===== config.mk =====
export PLATFORM = sky130hd
export DESIGN_NAME = store_unit_flat
export DESIGN_NICKNAME = d
export VERILOG_FILES = /design/src/rtl/store_unit_if.sv /design/src/rtl/store_unit.sv /design/src/flat_wrapper.sv
export SDC_FILE = /design/constraint.sdc
export NUM_CORES = 1
export LEC_CHECK = 0
export ABC_AREA = 1
export ABC_CLOCK_PERIOD_IN_PS = 15130
export BUFFER_PORTS_ARGS = -buffer_cell sky130_fd_sc_hd__buf_2
export CAP_MARGIN = 20
export CORE_MARGIN = 2
export CORE_UTILIZATION = 55
export CTS_BUF_LIST = sky130_fd_sc_hd__clkbuf_4 sky130_fd_sc_hd__clkbuf_8
export DETAILED_ROUTE_END_ITERATION = 7
export PLACE_DENSITY = 0.86
export SLEW_MARGIN = 15
export SYNTH_ARGS = -nofsm -noshare
export SYNTH_HDL_FRONTEND = slang
export SYNTH_SLANG_ARGS = --single-unit

===== constraint.sdc =====
create_clock -name clk_i -period 15.13 [get_ports clk_i]
set_input_delay 2.2695 -clock clk_i [delete_from_list [all_inputs] [get_ports clk_i]]
set_output_delay 2.2695 -clock clk_i [all_outputs]
set_load 0.03 [all_outputs]

===== src/rtl/store_unit_if.sv =====
// rtl/store_unit_if.sv - pipeline store request and data-memory port bundle for store_unit
interface store_unit_if;
  logic        st_valid;
  logic        st_ready;
  logic [1:0]  store_mode;
  logic [31:0] st_addr;
  logic [31:0] st_data;
  logic        misaligned;
  logic        busy;
  logic [31:0] mem_addr;
  logic [31:0] mem_wdata;
  logic [3:0]  mem_be;
  logic        mem_we;
  logic        mem_re;
  logic        mem_ack;
  logic [31:0] mem_rdata;

  modport master (
    output st_valid, store_mode, st_addr, st_data, mem_ack, mem_rdata,
    input  st_ready, misaligned, busy, mem_addr, mem_wdata, mem_be, mem_we, mem_re
  );

  modport slave (
    input  st_valid, store_mode, st_addr, st_data, mem_ack, mem_rdata,
    output st_ready, misaligned, busy, mem_addr, mem_wdata, mem_be, mem_we, mem_re
  );
endinterface


===== src/rtl/store_unit.sv =====
// rtl/store_unit.sv - store aligner, in-order store FIFO and memory drain FSM with optional RMW
module store_unit #(
  parameter int DEPTH = 2,
  parameter bit RMW   = 1'b0
) (
  input  logic          clk_i,
  input  logic          rst_i,
  store_unit_if.slave   bus_io
);
  localparam int AW = $clog2(DEPTH);

  typedef enum logic [1:0] {IDLE, WRITE, READ} state_e;
  typedef struct packed {
    logic [29:0] waddr;
    logic [31:0] wdata;
    logic [3:0]  be;
  } entry_t;

  entry_t      fifo_q [DEPTH];
  logic [AW:0] wr_ptr_q, rd_ptr_q, count, nxt_rd;
  logic        full, empty, accept, align_ok, push, pop, start, head_valid_n;
  entry_t      in_e, head_n;
  logic [31:0] head_wdata, merge;
  logic [3:0]  head_be;
  state_e      state_q, state_d;
  logic [31:0] mem_addr_q, mem_addr_d, mem_wdata_q, mem_wdata_d;
  logic [3:0]  mem_be_q, mem_be_d;
  logic        mem_we_q, mem_we_d, mem_re_q, mem_re_d, misaligned_q;

  assign count  = wr_ptr_q - rd_ptr_q;
  assign full   = (count == (AW+1)'(DEPTH));
  assign empty  = (count == '0);
  assign accept = bus_io.st_valid & bus_io.st_ready;
  assign push   = accept & align_ok;
  assign pop    = (state_q == WRITE) & bus_io.mem_ack;
  assign start  = (state_q == IDLE) | pop;

  // Big-endian lanes: byte offset 0 lands in bits 31:24.
  always_comb begin
    in_e.waddr = bus_io.st_addr[31:2];
    in_e.wdata = bus_io.st_data;
    in_e.be    = 4'b1111;
    align_ok   = 1'b0;
    case (bus_io.store_mode)
      2'd0: align_ok = (bus_io.st_addr[1:0] == 2'b00);
      2'd1: begin
        in_e.wdata = {2{bus_io.st_data[15:0]}};
        in_e.be    = bus_io.st_addr[1] ? 4'b0011 : 4'b1100;
        align_ok   = ~bus_io.st_addr[0];
      end
      2'd2: begin
        in_e.wdata = {4{bus_io.st_data[7:0]}};
        in_e.be    = 4'b1000 >> bus_io.st_addr[1:0];
        align_ok   = 1'b1;
      end
      default: align_ok = 1'b0;
    endcase
  end

  // Head as seen after this cycle's pop/push; an entry pushed into an emptying FIFO is forwarded.
  assign nxt_rd       = rd_ptr_q + (AW+1)'(pop);
  assign head_valid_n = (nxt_rd != wr_ptr_q) | push;
  assign head_n       = (push && nxt_rd == wr_ptr_q) ? in_e : fifo_q[nxt_rd[AW-1:0]];
  assign head_wdata   = fifo_q[rd_ptr_q[AW-1:0]].wdata;
  assign head_be      = fifo_q[rd_ptr_q[AW-1:0]].be;

  always_comb begin
    merge = bus_io.mem_rdata;
    for (int i = 0; i < 4; i++)
      if (head_be[i]) merge[i*8 +: 8] = head_wdata[i*8 +: 8];
  end

  always_ff @(posedge clk_i) begin
    if (push) fifo_q[wr_ptr_q[AW-1:0]] <= in_e;
  end

  always_ff @(posedge clk_i or posedge rst_i) begin
    if (rst_i) begin
      wr_ptr_q     <= '0;
      rd_ptr_q     <= '0;
      misaligned_q <= 1'b0;
    end else begin
      if (push) wr_ptr_q <= wr_ptr_q + 1'b1;
      if (pop)  rd_ptr_q <= rd_ptr_q + 1'b1;
      misaligned_q <= accept & ~align_ok;
    end
  end

  always_ff @(posedge clk_i or posedge rst_i) begin
    if (rst_i) begin
      state_q     <= IDLE;
      mem_addr_q  <= '0;
      mem_wdata_q <= '0;
      mem_be_q    <= '0;
      mem_we_q    <= 1'b0;
      mem_re_q    <= 1'b0;
    end else begin
      state_q     <= state_d;
      mem_addr_q  <= mem_addr_d;
      mem_wdata_q <= mem_wdata_d;
      mem_be_q    <= mem_be_d;
      mem_we_q    <= mem_we_d;
      mem_re_q    <= mem_re_d;
    end
  end

  always_comb begin
    state_d = state_q;
    case (state_q)
      READ:    if (bus_io.mem_ack) state_d = WRITE;
      default: begin
        if (start) begin
          if (!head_valid_n)                        state_d = IDLE;
          else if (!RMW || head_n.be == 4'b1111)    state_d = WRITE;
          else                                      state_d = READ;
        end
      end
    endcase
  end

  always_comb begin
    mem_addr_d  = mem_addr_q;
    mem_wdata_d = mem_wdata_q;
    mem_be_d    = mem_be_q;
    mem_we_d    = (state_d == WRITE);
    mem_re_d    = (state_d == READ);
    if (start && head_valid_n) begin
      mem_addr_d  = {head_n.waddr, 2'b00};
      mem_wdata_d = head_n.wdata;
      mem_be_d    = head_n.be;
    end else if (state_q == READ && bus_io.mem_ack) begin
      mem_wdata_d = merge;
      mem_be_d    = 4'b1111;
    end
  end

  assign bus_io.st_ready   = ~full & ~rst_i;
  assign bus_io.misaligned = misaligned_q;
  assign bus_io.busy       = ~empty | (state_q != IDLE);
  assign bus_io.mem_addr   = mem_addr_q;
  assign bus_io.mem_wdata  = mem_wdata_q;
  assign bus_io.mem_be     = mem_be_q;
  assign bus_io.mem_we     = mem_we_q;
  assign bus_io.mem_re     = mem_re_q;
endmodule


===== src/flat_wrapper.sv =====
// flat-port wrapper written by rule: the top's interface ports become plain ports
module store_unit_flat 
#(
  parameter int DEPTH = 2,
  parameter bit RMW   = 1'b0
)
  (clk_i, rst_i, bus_io_st_valid, bus_io_store_mode, bus_io_st_addr, bus_io_st_data, bus_io_mem_ack, bus_io_mem_rdata, bus_io_st_ready, bus_io_misaligned, bus_io_busy, bus_io_mem_addr, bus_io_mem_wdata, bus_io_mem_be, bus_io_mem_we, bus_io_mem_re);
  store_unit_if bus_io_i ();
  input  logic clk_i;
  input  logic rst_i;
  input wire logic [$bits(bus_io_i.st_valid)-1:0] bus_io_st_valid;
  input wire logic [$bits(bus_io_i.store_mode)-1:0] bus_io_store_mode;
  input wire logic [$bits(bus_io_i.st_addr)-1:0] bus_io_st_addr;
  input wire logic [$bits(bus_io_i.st_data)-1:0] bus_io_st_data;
  input wire logic [$bits(bus_io_i.mem_ack)-1:0] bus_io_mem_ack;
  input wire logic [$bits(bus_io_i.mem_rdata)-1:0] bus_io_mem_rdata;
  output wire logic [$bits(bus_io_i.st_ready)-1:0] bus_io_st_ready;
  output wire logic [$bits(bus_io_i.misaligned)-1:0] bus_io_misaligned;
  output wire logic [$bits(bus_io_i.busy)-1:0] bus_io_busy;
  output wire logic [$bits(bus_io_i.mem_addr)-1:0] bus_io_mem_addr;
  output wire logic [$bits(bus_io_i.mem_wdata)-1:0] bus_io_mem_wdata;
  output wire logic [$bits(bus_io_i.mem_be)-1:0] bus_io_mem_be;
  output wire logic [$bits(bus_io_i.mem_we)-1:0] bus_io_mem_we;
  output wire logic [$bits(bus_io_i.mem_re)-1:0] bus_io_mem_re;
  assign bus_io_i.st_valid = bus_io_st_valid;
  assign bus_io_i.store_mode = bus_io_store_mode;
  assign bus_io_i.st_addr = bus_io_st_addr;
  assign bus_io_i.st_data = bus_io_st_data;
  assign bus_io_i.mem_ack = bus_io_mem_ack;
  assign bus_io_i.mem_rdata = bus_io_mem_rdata;
  assign bus_io_st_ready = bus_io_i.st_ready;
  assign bus_io_misaligned = bus_io_i.misaligned;
  assign bus_io_busy = bus_io_i.busy;
  assign bus_io_mem_addr = bus_io_i.mem_addr;
  assign bus_io_mem_wdata = bus_io_i.mem_wdata;
  assign bus_io_mem_be = bus_io_i.mem_be;
  assign bus_io_mem_we = bus_io_i.mem_we;
  assign bus_io_mem_re = bus_io_i.mem_re;
  store_unit #(.DEPTH(DEPTH), .RMW(RMW)) u_core (.clk_i(clk_i), .rst_i(rst_i), .bus_io(bus_io_i));
endmodule

==> flow_summary.toml <==
[detailed_routing]
drt_iter0_drc = 693
detailedRoute.firstPassIterationCount = 6
drc = 0
avgRoutedWirePerCell_um = 16.5
postRouteWirelength_um = 25800
dr_vias_cell = 5.43
dr_total_vias = 8505
postRouteAntennaNets = 0

[setup_path]
r2r_end = "u_core.bus_io.mem_addr[8]$_DFFE_PP0N_"
cp-startpoint = "bus_io_mem_ack"
setup.reg_to_reg.worst_slack_ns = 10.87
critPathMaxFanout = 103
critical_path_data_required_time_ns = 15.52
worstSetupEndpointType = "flip-flop"
critPathKind = "input pin to flip-flop"
critPathLaunchType = "input pin"
worst-r2r-cell-count = 10
r2r_start = "u_core.state_q[0]$_DFF_PP0_"
worst-endpoint-arrival_ns = 6.11

[cts]
htree_levels = 2
clk_path_buf_depth = 3
cts_tree = "built"
cts_root_buf = "clkbuf_8"
clkSlewWorstSetupHoldPaths_ns = 0.06
insertion_delay_ns = 0.53
clkSinkCount = 207
tritoncts.num_buffers = 34
cts-resized-gates = 0
holdBufCountCts = 0
cts_setup_buffers = 0

[die]
effective_utilization_at_floorplan_pct = 56.5
placementRows = 49
fp.dieH_um = 140
floorplan.io_pins = 175
core-area_sq_um = 18100
die_area_sq_um = 19700
die_w_um = 140

[synthesis]
syn_avg_cell_area_sq_um = 8.82
ys_seq_area_share_pct = 57.2
syn_inst = 1158
synthesis_warning_total = 0
synthesis.area_sq_um = 10200
ys_seq_elements = 207
post_synth_num_cell_types = 28

[sta]
highest_clock_frequency_the_design_can_meet_ghz = 0.175
finalSetupTns_ns = 0
final.min_clock_period_ns = 5.72
setup_viol = 0
fin_crit_sh_pct = 37.8
clock-skew-final_ns = 0.0253
finalWorstSetupSlack_ns = 9.41
worst_pin_slew_ns = 1.07
rsz_0062_raised_after_global_routing = "false"
hold_violations = 0
slew_viol_final = 0
timing.slew.headroom_pct = 28.9

[placed_design]
placement.setup.worst_slack_ns = 8.88
total_placed_cells_including_tap_cells = 1499
gp_congestion = 0.867
io_buffer_count = 172
dp.final_hpwl_um = 16000

[hold_path]
holdPathEnd = "u_core.bus_io.mem_addr[6]$_DFFE_PP0N_"
worst_hold_path_type = "flip-flop to flip-flop"
hold_path.startpoint = "u_core.bus_io.mem_addr[6]$_DFFE_PP0N_"
hold-path-cell-count = 2

[global_routing]
grt_util_all_layers_pct = 25.9
number_of_global_route_vias_before_repair = 8120
initial_antenna_violation_count = 2
grt_pass1_wl_um = 40300
maximum_number_of_pins_on_one_net_before_global_route_repair = 104
grt.overflow.total = 0

[power]
combPwrFrac_pct = 47.4
power.share.switching_pct = 44.3
internal_power_mw = 1.44
p_seq_share_pct = 30.7
clockPowerShare_pct = 21.9
power_density_nw_per_um2 = 216
cellLeakagePower_nw = 5.55
vdd.ir_drop.worst_uv = 165
switchingPower_mw = 1.14

[cells_and_area]
fillCellCount = 1428
multi_input_area_sq_um = 3680
fraction_of_final_layout_cells_with_drive_strength_greater_than_1_pct = 22.2
final-instance-count-excl-fill = 1567
final-seq-area_sq_um = 5840
final_net_count = 1416
areaGrowthSynthToFinish_pct = 17.1
finalCoreUtilization_pct = 66.1

[status]
status = "completed"

[job]
max_cap_viol_count = 0
-- worst max-delay path, cell delays in order --
cell,delay (ns)
buf_2,0.10
inv_1,0.05
nor3_1,0.44
ha_4,0.90
xor2_1,0.23
nor2_4,0.19
buf_4,0.62
nand2_2,0.45
buf_4,0.44
o21ai_0,0.26
nand2_1,0.08
-- placed cells by master, fill, tap and decap left out --
cell | Yosys | routed
nand3_1 | 63 | 63
inv_4 | 0 | 1
nand2_2 | 1 | 2
clkinv_1 | 0 | 2
nor2_4 | 1 | 2
dfrtp_1 | 75 | 74
ha_4 | 0 | 1
clkbuf_8 | 0 | 42
inv_1 | 94 | 92
nand2_1 | 387 | 386
conb_1 | 1 | 2
edfxtp_1 | 132 | 132
a21oi_1 | 47 | 47
or2_2 | 1 | 1
nor3_2 | 0 | 1
nor2_1 | 63 | 63
buf_4 | 10 | 10
nand2_4 | 2 | 2
nor3_1 | 2 | 1
a21oi_2 | 4 | 4
o21ai_2 | 1 | 1
buf_2 | 31 | 172
buf_8 | 0 | 1
xor2_1 | 5 | 5
buf_16 | 0 | 1
diode_2 | 0 | 3
dfrtp_2 | 0 | 1
o21ai_1 | 10 | 10
mux2_2 | 30 | 30
nand3_4 | 1 | 1
inv_2 | 4 | 5
bufinv_16 | 0 | 4
ha_1 | 5 | 4
clkbuf_4 | 0 | 8
o21ai_0 | 158 | 158
clkinv_2 | 0 | 6
-- power by group through the flow --
stage                     registers [mW]  clock network, mW  logic, mW
after floorplan                    0.977                  0      0.767
after global placement             0.799                  0       1.18
after detailed placement           0.801                  0       1.21
after CTS                          0.793              0.572       1.22
after global routing               0.804              0.597       1.35
final                              0.793              0.566       1.22
-- registers in the layout (all words and copies together), names as in the netlist --
signal,flops
u_core.bus_io.misaligned,1
u_core.bus_io.mem_wdata,32
u_core.bus_io.mem_be,4
u_core.rd_ptr_q,2
u_core.fifo_q,132
u_core.bus_io.mem_addr,30
u_core.state_q,2
u_core.bus_io.mem_we,1
u_core.wr_ptr_q,2
u_core.bus_io.mem_re,1
-- cell families (layout without fill, tap and decap cells) --
family	Yosys count	after routing	synth area share, %
and+or+nand+nor	522	522	20.4
AOI/OAI and AO/OA	220	220	11.0
DFF	207	207	57.2
buffers and inverters	168	344	7.07
muxes	30	30	3.31
adders and majority gates	5	5	0.612
xor gates and xnor gates	5	5	0.429
other	1	5	0.0367
-- per-stage QoR --
step | hold WS (ns) | cell area, sq um | power, mW
finish | 0.484 | 12000 | 2.58
global route | 0.500 | 12000 | 2.75
CTS | 0.484 | 11900 | 2.58
detailed placement | 0.460 | 11100 | 2.01
global placement | 0.461 | 11100 | 1.98
floorplan | 0.500 | 10200 | 1.74
-- how the worst max path moves through the flow --
stage,endpoint,slack [ns],cells after the start
5_1_grt,u_core.bus_io.mem_addr[8]$_DFFE_PP0N_,9.11,11
3_5_place_dp,u_core.fifo_q[1][25]$_DFFE_PP_,8.88,9
4_1_cts,u_core.fifo_q[1][23]$_DFFE_PP_,9.41,9
6_report,u_core.bus_io.mem_addr[8]$_DFFE_PP0N_,9.41,11
3_3_place_gp,u_core.fifo_q[1][25]$_DFFE_PP_,8.91,9
2_1_floorplan,u_core.fifo_q[0][0]$_DFFE_PP_,5.88,3
-- metal layers --
layer  vias up  wire length (um)  share of wire, %  track usage [%]
li1       4097                 -                 -                -
met4         0               916               3.5             11.9
met2       471             11800                46             40.8
met1      3868             10300                40             33.3
met5         -                 0                 0                0
met3        69              2770                11             7.76
-- cell usage after synthesis --
| master | instances | area, sq um |
|---|---|---|
| o21ai_2 | 1 | 8.76 |
| nand3_1 | 63 | 315 |
| inv_2 | 4 | 15.0 |
| a21oi_1 | 47 | 235 |
| inv_1 | 94 | 353 |
| o21ai_0 | 158 | 791 |
| nor2_2 | 1 | 6.26 |
| nand3_4 | 1 | 17.5 |
| edfxtp_1 | 132 | 3960 |
| nand2_4 | 2 | 22.5 |
| xor2_1 | 5 | 43.8 |
| o21ai_1 | 10 | 50.1 |
| nor3_1 | 2 | 10.0 |
| buf_1 | 4 | 15.0 |
| dfrtp_1 | 75 | 1880 |
| buf_6 | 2 | 22.5 |
| nor2_4 | 1 | 11.3 |
| nand2_2 | 1 | 6.26 |
| nand2_1 | 387 | 1450 |
| nor2_1 | 63 | 236 |
| buf_2 | 31 | 155 |
| or2_2 | 1 | 6.26 |
| a21oi_2 | 4 | 35.0 |
| mux2_2 | 30 | 338 |
| conb_1 | 1 | 3.75 |
| ha_1 | 5 | 62.6 |
| buf_4 | 10 | 75.1 |
| clkbuf_1 | 23 | 86.3 |
-- final cells by class --
cell class              instances  share of cell area [%]
well taps                     229                    2.40
clock buffers                  50                    5.33
inverters                      98                    3.09
diodes                          3                  0.0628
clock inverters                12                    1.33
multi-input cells             784                    30.8
repair buffers                184                    8.18
flip-flops and latches        207                    48.8
(Power assumes the default switching activity.)
